===== src/rtl/riscv_pkg.sv =====
// riscv_pkg: shared RV32I execute-stage constants (ALU ops, forwarding selects, branch funct3)
package riscv_pkg;
  localparam int XLEN = 32;
  typedef enum logic [3:0] {
    ALU_ADD  = 4'b0000,
    ALU_SUB  = 4'b0001,
    ALU_AND  = 4'b0010,
    ALU_OR   = 4'b0011,
    ALU_XOR  = 4'b0100,
    ALU_SLL  = 4'b0101,
    ALU_SRL  = 4'b0110,
    ALU_SRA  = 4'b0111,
    ALU_SLT  = 4'b1000,
    ALU_SLTU = 4'b1001
  } alu_op_e;
  localparam logic [1:0] FWD_RF  = 2'b00;
  localparam logic [1:0] FWD_WB  = 2'b01;
  localparam logic [1:0] FWD_MEM = 2'b10;
  localparam logic [2:0] F3_BEQ  = 3'b000;
  localparam logic [2:0] F3_BNE  = 3'b001;
  localparam logic [2:0] F3_BLT  = 3'b100;
  localparam logic [2:0] F3_BGE  = 3'b101;
  localparam logic [2:0] F3_BLTU = 3'b110;
  localparam logic [2:0] F3_BGEU = 3'b111;
endpackage


===== src/rtl/ex_stage_if.sv =====
// ex_stage_if: ID/EX inputs, PC redirect and EX/MEM outputs of the execute stage
interface ex_stage_if #(parameter int XLEN = riscv_pkg::XLEN);
  logic            in_valid, stall, flush;
  logic [3:0]      alu_ctrl;
  logic [2:0]      funct3;
  logic            is_branch, is_jal, is_jalr;
  logic            alu_src_a, alu_src_b;
  logic [1:0]      fwd_a, fwd_b;
  logic [XLEN-1:0] rs1_data, rs2_data, imm, pc;
  logic [XLEN-1:0] fwd_mem_data, fwd_wb_data;
  logic [4:0]      rd;
  logic            reg_write, mem_write, mem_read;
  logic [1:0]      result_src;
  logic            redirect;
  logic [XLEN-1:0] redirect_target;
  logic            exm_valid, exm_reg_write, exm_mem_write, exm_mem_read;
  logic [XLEN-1:0] exm_result, exm_store_data, exm_pc_plus4;
  logic [4:0]      exm_rd;
  logic [1:0]      exm_result_src;
  modport master (
    output in_valid, stall, flush, alu_ctrl, funct3, is_branch, is_jal, is_jalr,
           alu_src_a, alu_src_b, fwd_a, fwd_b, rs1_data, rs2_data, imm, pc,
           fwd_mem_data, fwd_wb_data, rd, reg_write, mem_write, mem_read, result_src,
    input  redirect, redirect_target, exm_valid, exm_reg_write, exm_mem_write,
           exm_mem_read, exm_result, exm_store_data, exm_pc_plus4, exm_rd, exm_result_src
  );
  modport slave (
    input  in_valid, stall, flush, alu_ctrl, funct3, is_branch, is_jal, is_jalr,
           alu_src_a, alu_src_b, fwd_a, fwd_b, rs1_data, rs2_data, imm, pc,
           fwd_mem_data, fwd_wb_data, rd, reg_write, mem_write, mem_read, result_src,
    output redirect, redirect_target, exm_valid, exm_reg_write, exm_mem_write,
           exm_mem_read, exm_result, exm_store_data, exm_pc_plus4, exm_rd, exm_result_src
  );
endinterface


===== src/rtl/ex_stage_alu_core.sv =====
// alu_core: purely combinational RV32I integer ALU
module alu_core import riscv_pkg::*; #(
  parameter int W = XLEN
) (
  input  logic [W-1:0] a,
  input  logic [W-1:0] b,
  input  logic [3:0]   alu_ctrl,
  output logic [W-1:0] y
);
  // operation select; undefined codes yield zero
  always_comb begin
    y = '0;
    case (alu_ctrl)
      ALU_ADD:  y = a + b;
      ALU_SUB:  y = a - b;
      ALU_AND:  y = a & b;
      ALU_OR:   y = a | b;
      ALU_XOR:  y = a ^ b;
      ALU_SLL:  y = a << b[4:0];
      ALU_SRL:  y = a >> b[4:0];
      ALU_SRA:  y = W'($signed(a) >>> b[4:0]);
      ALU_SLT:  y = W'($signed(a) < $signed(b));
      ALU_SLTU: y = W'(a < b);
      default:  y = '0;
    endcase
  end
endmodule


===== src/rtl/ex_stage.sv =====
// ex_stage: RV32I execute stage with forwarding, branch resolution and EX/MEM register
module ex_stage #(
  parameter int XLEN = riscv_pkg::XLEN
) (
  input logic       clk,
  input logic       rst,
  ex_stage_if.slave bus
);
  import riscv_pkg::*;
  logic [XLEN-1:0] fa, fb, op_a, op_b, alu_y;
  logic cond;
  assign fa = bus.fwd_a == FWD_WB ? bus.fwd_wb_data : bus.fwd_a == FWD_MEM ? bus.fwd_mem_data : bus.rs1_data;
  assign fb = bus.fwd_b == FWD_WB ? bus.fwd_wb_data : bus.fwd_b == FWD_MEM ? bus.fwd_mem_data : bus.rs2_data;
  assign op_a = bus.alu_src_a ? bus.pc : fa;
  assign op_b = bus.alu_src_b ? bus.imm : fb;
  alu_core #(.W(XLEN)) u_alu (.a(op_a), .b(op_b), .alu_ctrl(bus.alu_ctrl), .y(alu_y));
  // branch comparator; funct3 010/011 never taken
  always_comb begin
    cond = 1'b0;
    case (bus.funct3)
      F3_BEQ:  cond = fa == fb;
      F3_BNE:  cond = fa != fb;
      F3_BLT:  cond = $signed(fa) < $signed(fb);
      F3_BGE:  cond = $signed(fa) >= $signed(fb);
      F3_BLTU: cond = fa < fb;
      F3_BGEU: cond = fa >= fb;
      default: cond = 1'b0;
    endcase
  end
  // stalled instructions do not redirect, so a held jump fires once on release
  assign bus.redirect = bus.in_valid & ~bus.stall & (bus.is_jal | bus.is_jalr | (bus.is_branch & cond));
  assign bus.redirect_target = bus.is_jalr ? (fa + bus.imm) & ~XLEN'(1) : bus.pc + bus.imm;
  // EX/MEM register: reset > flush (kill controls, hold data) > stall (hold) > capture
  always_ff @(posedge clk) begin
    if (rst) begin
      bus.exm_valid      <= 1'b0;
      bus.exm_reg_write  <= 1'b0;
      bus.exm_mem_write  <= 1'b0;
      bus.exm_mem_read   <= 1'b0;
      bus.exm_result     <= '0;
      bus.exm_store_data <= '0;
      bus.exm_pc_plus4   <= '0;
      bus.exm_rd         <= '0;
      bus.exm_result_src <= '0;
    end else if (bus.flush) begin
      bus.exm_valid      <= 1'b0;
      bus.exm_reg_write  <= 1'b0;
      bus.exm_mem_write  <= 1'b0;
      bus.exm_mem_read   <= 1'b0;
    end else if (!bus.stall) begin
      bus.exm_valid      <= bus.in_valid;
      bus.exm_reg_write  <= bus.reg_write & bus.in_valid;
      bus.exm_mem_write  <= bus.mem_write & bus.in_valid;
      bus.exm_mem_read   <= bus.mem_read & bus.in_valid;
      bus.exm_result     <= alu_y;
      bus.exm_store_data <= fb;
      bus.exm_pc_plus4   <= bus.pc + XLEN'(4);
      bus.exm_rd         <= bus.rd;
      bus.exm_result_src <= bus.result_src;
    end
  end
endmodule


===== src/flat_wrapper.sv =====
// flat-port wrapper written by rule: the top's interface ports become plain ports
module ex_stage_flat import riscv_pkg::*;
#(
  parameter int XLEN = riscv_pkg::XLEN
)
  (clk, rst, bus_in_valid, bus_stall, bus_flush, bus_alu_ctrl, bus_funct3, bus_is_branch, bus_is_jal, bus_is_jalr, bus_alu_src_a, bus_alu_src_b, bus_fwd_a, bus_fwd_b, bus_rs1_data, bus_rs2_data, bus_imm, bus_pc, bus_fwd_mem_data, bus_fwd_wb_data, bus_rd, bus_reg_write, bus_mem_write, bus_mem_read, bus_result_src, bus_redirect, bus_redirect_target, bus_exm_valid, bus_exm_reg_write, bus_exm_mem_write, bus_exm_mem_read, bus_exm_result, bus_exm_store_data, bus_exm_pc_plus4, bus_exm_rd, bus_exm_result_src);
  ex_stage_if #(.XLEN(XLEN)) bus_i ();
  input logic clk;
  input logic rst;
  input wire logic [$bits(bus_i.in_valid)-1:0] bus_in_valid;
  input wire logic [$bits(bus_i.stall)-1:0] bus_stall;
  input wire logic [$bits(bus_i.flush)-1:0] bus_flush;
  input wire logic [$bits(bus_i.alu_ctrl)-1:0] bus_alu_ctrl;
  input wire logic [$bits(bus_i.funct3)-1:0] bus_funct3;
  input wire logic [$bits(bus_i.is_branch)-1:0] bus_is_branch;
  input wire logic [$bits(bus_i.is_jal)-1:0] bus_is_jal;
  input wire logic [$bits(bus_i.is_jalr)-1:0] bus_is_jalr;
  input wire logic [$bits(bus_i.alu_src_a)-1:0] bus_alu_src_a;
  input wire logic [$bits(bus_i.alu_src_b)-1:0] bus_alu_src_b;
  input wire logic [$bits(bus_i.fwd_a)-1:0] bus_fwd_a;
  input wire logic [$bits(bus_i.fwd_b)-1:0] bus_fwd_b;
  input wire logic [$bits(bus_i.rs1_data)-1:0] bus_rs1_data;
  input wire logic [$bits(bus_i.rs2_data)-1:0] bus_rs2_data;
  input wire logic [$bits(bus_i.imm)-1:0] bus_imm;
  input wire logic [$bits(bus_i.pc)-1:0] bus_pc;
  input wire logic [$bits(bus_i.fwd_mem_data)-1:0] bus_fwd_mem_data;
  input wire logic [$bits(bus_i.fwd_wb_data)-1:0] bus_fwd_wb_data;
  input wire logic [$bits(bus_i.rd)-1:0] bus_rd;
  input wire logic [$bits(bus_i.reg_write)-1:0] bus_reg_write;
  input wire logic [$bits(bus_i.mem_write)-1:0] bus_mem_write;
  input wire logic [$bits(bus_i.mem_read)-1:0] bus_mem_read;
  input wire logic [$bits(bus_i.result_src)-1:0] bus_result_src;
  output wire logic [$bits(bus_i.redirect)-1:0] bus_redirect;
  output wire logic [$bits(bus_i.redirect_target)-1:0] bus_redirect_target;
  output wire logic [$bits(bus_i.exm_valid)-1:0] bus_exm_valid;
  output wire logic [$bits(bus_i.exm_reg_write)-1:0] bus_exm_reg_write;
  output wire logic [$bits(bus_i.exm_mem_write)-1:0] bus_exm_mem_write;
  output wire logic [$bits(bus_i.exm_mem_read)-1:0] bus_exm_mem_read;
  output wire logic [$bits(bus_i.exm_result)-1:0] bus_exm_result;
  output wire logic [$bits(bus_i.exm_store_data)-1:0] bus_exm_store_data;
  output wire logic [$bits(bus_i.exm_pc_plus4)-1:0] bus_exm_pc_plus4;
  output wire logic [$bits(bus_i.exm_rd)-1:0] bus_exm_rd;
  output wire logic [$bits(bus_i.exm_result_src)-1:0] bus_exm_result_src;
  assign bus_i.in_valid = bus_in_valid;
  assign bus_i.stall = bus_stall;
  assign bus_i.flush = bus_flush;
  assign bus_i.alu_ctrl = bus_alu_ctrl;
  assign bus_i.funct3 = bus_funct3;
  assign bus_i.is_branch = bus_is_branch;
  assign bus_i.is_jal = bus_is_jal;
  assign bus_i.is_jalr = bus_is_jalr;
  assign bus_i.alu_src_a = bus_alu_src_a;
  assign bus_i.alu_src_b = bus_alu_src_b;
  assign bus_i.fwd_a = bus_fwd_a;
  assign bus_i.fwd_b = bus_fwd_b;
  assign bus_i.rs1_data = bus_rs1_data;
  assign bus_i.rs2_data = bus_rs2_data;
  assign bus_i.imm = bus_imm;
  assign bus_i.pc = bus_pc;
  assign bus_i.fwd_mem_data = bus_fwd_mem_data;
  assign bus_i.fwd_wb_data = bus_fwd_wb_data;
  assign bus_i.rd = bus_rd;
  assign bus_i.reg_write = bus_reg_write;
  assign bus_i.mem_write = bus_mem_write;
  assign bus_i.mem_read = bus_mem_read;
  assign bus_i.result_src = bus_result_src;
  assign bus_redirect = bus_i.redirect;
  assign bus_redirect_target = bus_i.redirect_target;
  assign bus_exm_valid = bus_i.exm_valid;
  assign bus_exm_reg_write = bus_i.exm_reg_write;
  assign bus_exm_mem_write = bus_i.exm_mem_write;
  assign bus_exm_mem_read = bus_i.exm_mem_read;
  assign bus_exm_result = bus_i.exm_result;
  assign bus_exm_store_data = bus_i.exm_store_data;
  assign bus_exm_pc_plus4 = bus_i.exm_pc_plus4;
  assign bus_exm_rd = bus_i.exm_rd;
  assign bus_exm_result_src = bus_i.exm_result_src;
  ex_stage #(.XLEN(XLEN)) u_core (.clk(clk), .rst(rst), .bus(bus_i));
endmodule

===== config.mk =====
export PLATFORM = sky130hd
export DESIGN_NAME = ex_stage_flat
export DESIGN_NICKNAME = d
export VERILOG_FILES = /design/src/rtl/riscv_pkg.sv /design/src/rtl/ex_stage_if.sv /design/src/rtl/ex_stage_alu_core.sv /design/src/rtl/ex_stage.sv /design/src/flat_wrapper.sv
export SDC_FILE = /design/constraint.sdc
export NUM_CORES = 1
export LEC_CHECK = 0
export CAP_MARGIN = 20
export CORE_ASPECT_RATIO = 0.5
export CORE_MARGIN = 3
export CORE_UTILIZATION = 32
export CTS_CLUSTER_DIAMETER = 100
export DETAILED_ROUTE_END_ITERATION = 12
export PLACE_DENSITY = 0.65
export SLEW_MARGIN = 5
export SYNTH_ARGS = -nofsm -noshare
export SYNTH_HDL_FRONTEND = slang
export SYNTH_SLANG_ARGS = --single-unit

===== constraint.sdc =====
create_clock -name clk -period 6.45 [get_ports clk]
set_input_delay 0.645 -clock clk [delete_from_list [all_inputs] [get_ports clk]]
set_output_delay 0.645 -clock clk [all_outputs]
set_load 0.01 [all_outputs]

==> metrics.txt <==
Min Clock Period, post-route 5.73 ns; CTS Buf Count 9; Async SR Flop Fraction 0; mapped cell area 19300 µm²; total number of vias 22900; Worst path slowest cell clkdlybuf4s50_1; most common cell in the netlist nand2_1; largest family of logic cells by synthesized area compound AO/OA/AOI/OAI gates; Clock Path Buffers 2; Die Ht 179 µm; Pleak 10.1 nW; top post-synthesis cells by area mux2i_1 (14%), ha_1 (12%), dfxtp_1 (11%); number of register bits inferred by synthesis 107; Setup crit end bus_redirect_target[31]; status complete, no violations; clock root buffer clkbuf_16; Critical Path, Cell by Cell buf_4 > buf_12 > mux2i_1 > mux2i_1 > ha_1 > nand3_1 > o221ai_1 > a221oi_1 > o21ai_1 > o311ai_1 > nand3_1 > a31oi_1 > o21ai_1 > mux2i_1 > o211a_1 > xor2_1 > clkdlybuf4s50_1; hold_buf cts 0; Clk Latency, worst-skew pair 0.42 ns; vias in the first global route 21400; GRT overflow 0; Comb power frac 0.667; TNS Setup 0 ns; top cells by count, synth nand2_1 (337), mux2i_1 (265), nor2_1 (262), a21oi_1 (234), ha_1 (191); CP Class primary input to primary output; Slew @ Worst Pin 1.25 ns; Final Max Slew Viols 0; xor/xnor cell area share of the yosys netlist 0.0464; critical path peak fanout 46; fill cell count 6068; Worst slew margin 0.142; Starting DRT DRC Count 2709; Post-Route WL 98500 µm; CP delay by family, top compound AO/OA/AOI/OAI gates; Pwr Density 174 nW/µm²; R2R Path Start u_core.bus.exm_result[11]$_SDFFE_PP0P_; share of Yosys cell area claimed by the top area cell type 0.138; Die Span X 353 µm; P_int 0.00209 W; Buf/Inv on CP 3; post-CTS setup buffers 0; CTS tree done; WHS 0.458 ns; Crit. End Element primary output; Worst path depth 17; Worst Skew 0 ns; register area share after synthesis 0.111; IO Port Bufs 362; post-synthesis mux area share 0.176; Simple-Gate Fraction of Synth Area 0.196; worst hold path class register to register; Final Hold Viols 0; r2r worst-path depth 7; switching part of the total 0.499; Critical Path Source Type primary input; Yosys cell types 92; antenna-violating nets left 0; core outline area 58400 µm²; WL per Instance 25.9 µm; R2R Path End u_core.bus.exm_result[11]$_SDFFE_PP0P_; Clock Power Share 0.162; initial antenna violation count 11; FF/Latch Area 2140 µm²; WP data arrival 5.08 ns; biggest area consumer among synthesized cells mux2i_1; DP Area 23700 µm²; Rows 62; first-pass GRT wire length 142000 µm; max-cap violation count 0; Critical Path RT 5.80 ns; GPL Wtd Cong 1.06; Psw 0.00209 W; clock transition at the registers of the reported paths 0.09 ns; Area Overhead vs Synth 24.7%; largest net degree at the start of global routing 73; EDFF count, synth 0; CP max stage delay 0.57 ns; Tcrit/Tclk final 0.888; Worst VDD drop 139 µV; Final Setup Violations 0; pre-CTS WS 0.756 ns; RSZ-0062 raised after global routing no; power share of the sequential group 0.171; R2R setup slack 4.11 ns; # IOs 363; nets 3405; detailed placement HPWL 78900 µm; Yosys Warn Count 0; cell count after synthesis 2719; Detailed Routing Iterations Pass 1 6; syn nets 3137; CTS H-tree depth 3; Initial Util 0.330; compound-cell area share of the yosys netlist 0.276; clock sinks 107; share of cells above drive strength 1 0.0672; Max Fclk 175 MHz; Post-Synth Adder-Cell Area 0.128; Critical path origin bus_fwd_a[1]; Final WS setup 0.720 ns; worst hold path depth 2; Vias per Instance 6.03; most frequent CP cell mux2i_1; multi-input logic area 15900 µm²; drt drc 0; DIE AREA 63300 µm²; synthesized area per cell 7.08 µm²; cts repair resizes 0; Main synth FF type dfxtp_1; all-layer global routing usage 0.293; Final Cell Area 24000 µm²
## metrics by stage
step           utilization  cells  total power, W
2_1_floorplan            -   2719         0.00241
3_3_place_gp         0.405   3775         0.00341
3_5_place_dp         0.405   3775         0.00342
4_1_cts              0.410   3791         0.00411
5_1_grt              0.411   3800         0.00439
6_report             0.411   3800         0.00418
## per-layer routing
metal	global-route usage	up-vias	wire length [µm]	part of all wire
met5	0	-	13	0.00013
met4	0.0982	2	3520	0.036
met3	0.0716	215	10400	0.11
met2	0.447	1279	42100	0.43
met1	0.403	11000	42400	0.43
li1	-	10400	-	-
## how the worst min path moves through the flow
| stage | from | slack, ns | endpoint |
|---|---|---|---|
| final | u_core.bus.exm_result[13]$_SDFFE_PP0P_ | 0.46 | u_core.bus.exm_result[13]$_SDFFE_PP0P_ |
| after global routing | u_core.bus.exm_rd[0]$_SDFFE_PP0P_ | 0.48 | u_core.bus.exm_rd[0]$_SDFFE_PP0P_ |
| after CTS | u_core.bus.exm_pc_plus4[1]$_SDFFE_PP0P_ | 0.46 | u_core.bus.exm_pc_plus4[1]$_SDFFE_PP0P_ |
| after detailed placement | u_core.bus.exm_pc_plus4[1]$_SDFFE_PP0P_ | 0.45 | u_core.bus.exm_pc_plus4[1]$_SDFFE_PP0P_ |
| after global placement | u_core.bus.exm_result_src[0]$_SDFFE_PP0P_ | 0.44 | u_core.bus.exm_result_src[0]$_SDFFE_PP0P_ |
| after floorplan | u_core.bus.exm_result[0]$_SDFFE_PP0P_ | 0.47 | u_core.bus.exm_result[0]$_SDFFE_PP0P_ |
## power groups by stage
stage               Sequential (W)  Combinational (W)  Clock [W]
detailed placement        0.000731            0.00268          0
CTS                       0.000716            0.00270   0.000694
finish                    0.000716            0.00279   0.000678
global placement          0.000730            0.00268          0
floorplan                 0.000741            0.00167          0
global route              0.000719            0.00296   0.000713
## state kept, by name (all words and copies together), names as in the netlist
name and count:
u_core.bus.exm_mem_write 1, u_core.bus.exm_store_data 32, u_core.bus.exm_reg_write 1, u_core.bus.exm_result_src 2, u_core.bus.exm_pc_plus4 32, u_core.bus.exm_result 32
u_core.bus.exm_valid 1, u_core.bus.exm_mem_read 1, u_core.bus.exm_rd 5
## worst min-delay path, stage by stage, from the launching register on
cell     delay, ns
dfxtp_1       0.32
nand2_1       0.05
o21ai_1       0.05
## area by class of cell
cell class              count  area share
multi-input cells        2308       0.663
repair buffers            436       0.173
flip-flops and latches    107      0.0892
well taps                 800      0.0417
inverters                 125      0.0198
clock buffers               9     0.00938
clock inverters             7     0.00349
diodes                      8    0.000834
## placed cells by master, fill, tap and decap left out, types with 25 or more instances in the layout
cell type        netlist  layout
buf_4                  6      76
and3_1                25      25
nand3_1               55      55
a221oi_1              33      33
nor3_1                52      51
mux2i_1              265     263
nor2_1               262     261
a31oi_1               31      31
dfxtp_1              107     107
clkdlybuf4s50_1        0     353
xor2_1                47      47
a211oi_1              58      58
mux2_2                57      57
inv_1                108     108
xnor2_1               55      55
o21ai_0              177     177
nand4_1               26      26
nand2_1              337     337
o21ai_1               30      28
ha_1                 191     191
o211ai_1              28      28
a21oi_1              234     234
a21o_1                46      46
## cells by family after synthesis
kind of cell | Yosys count
buffers and inverters | 304
flip-flops | 107
adder cells (fa/ha/maj) | 195
XOR/XNOR | 102
multiplexers | 328
AO/OA/AOI/OAI | 828
AND/OR/NAND/NOR | 855
(Power assumes the default switching activity.)
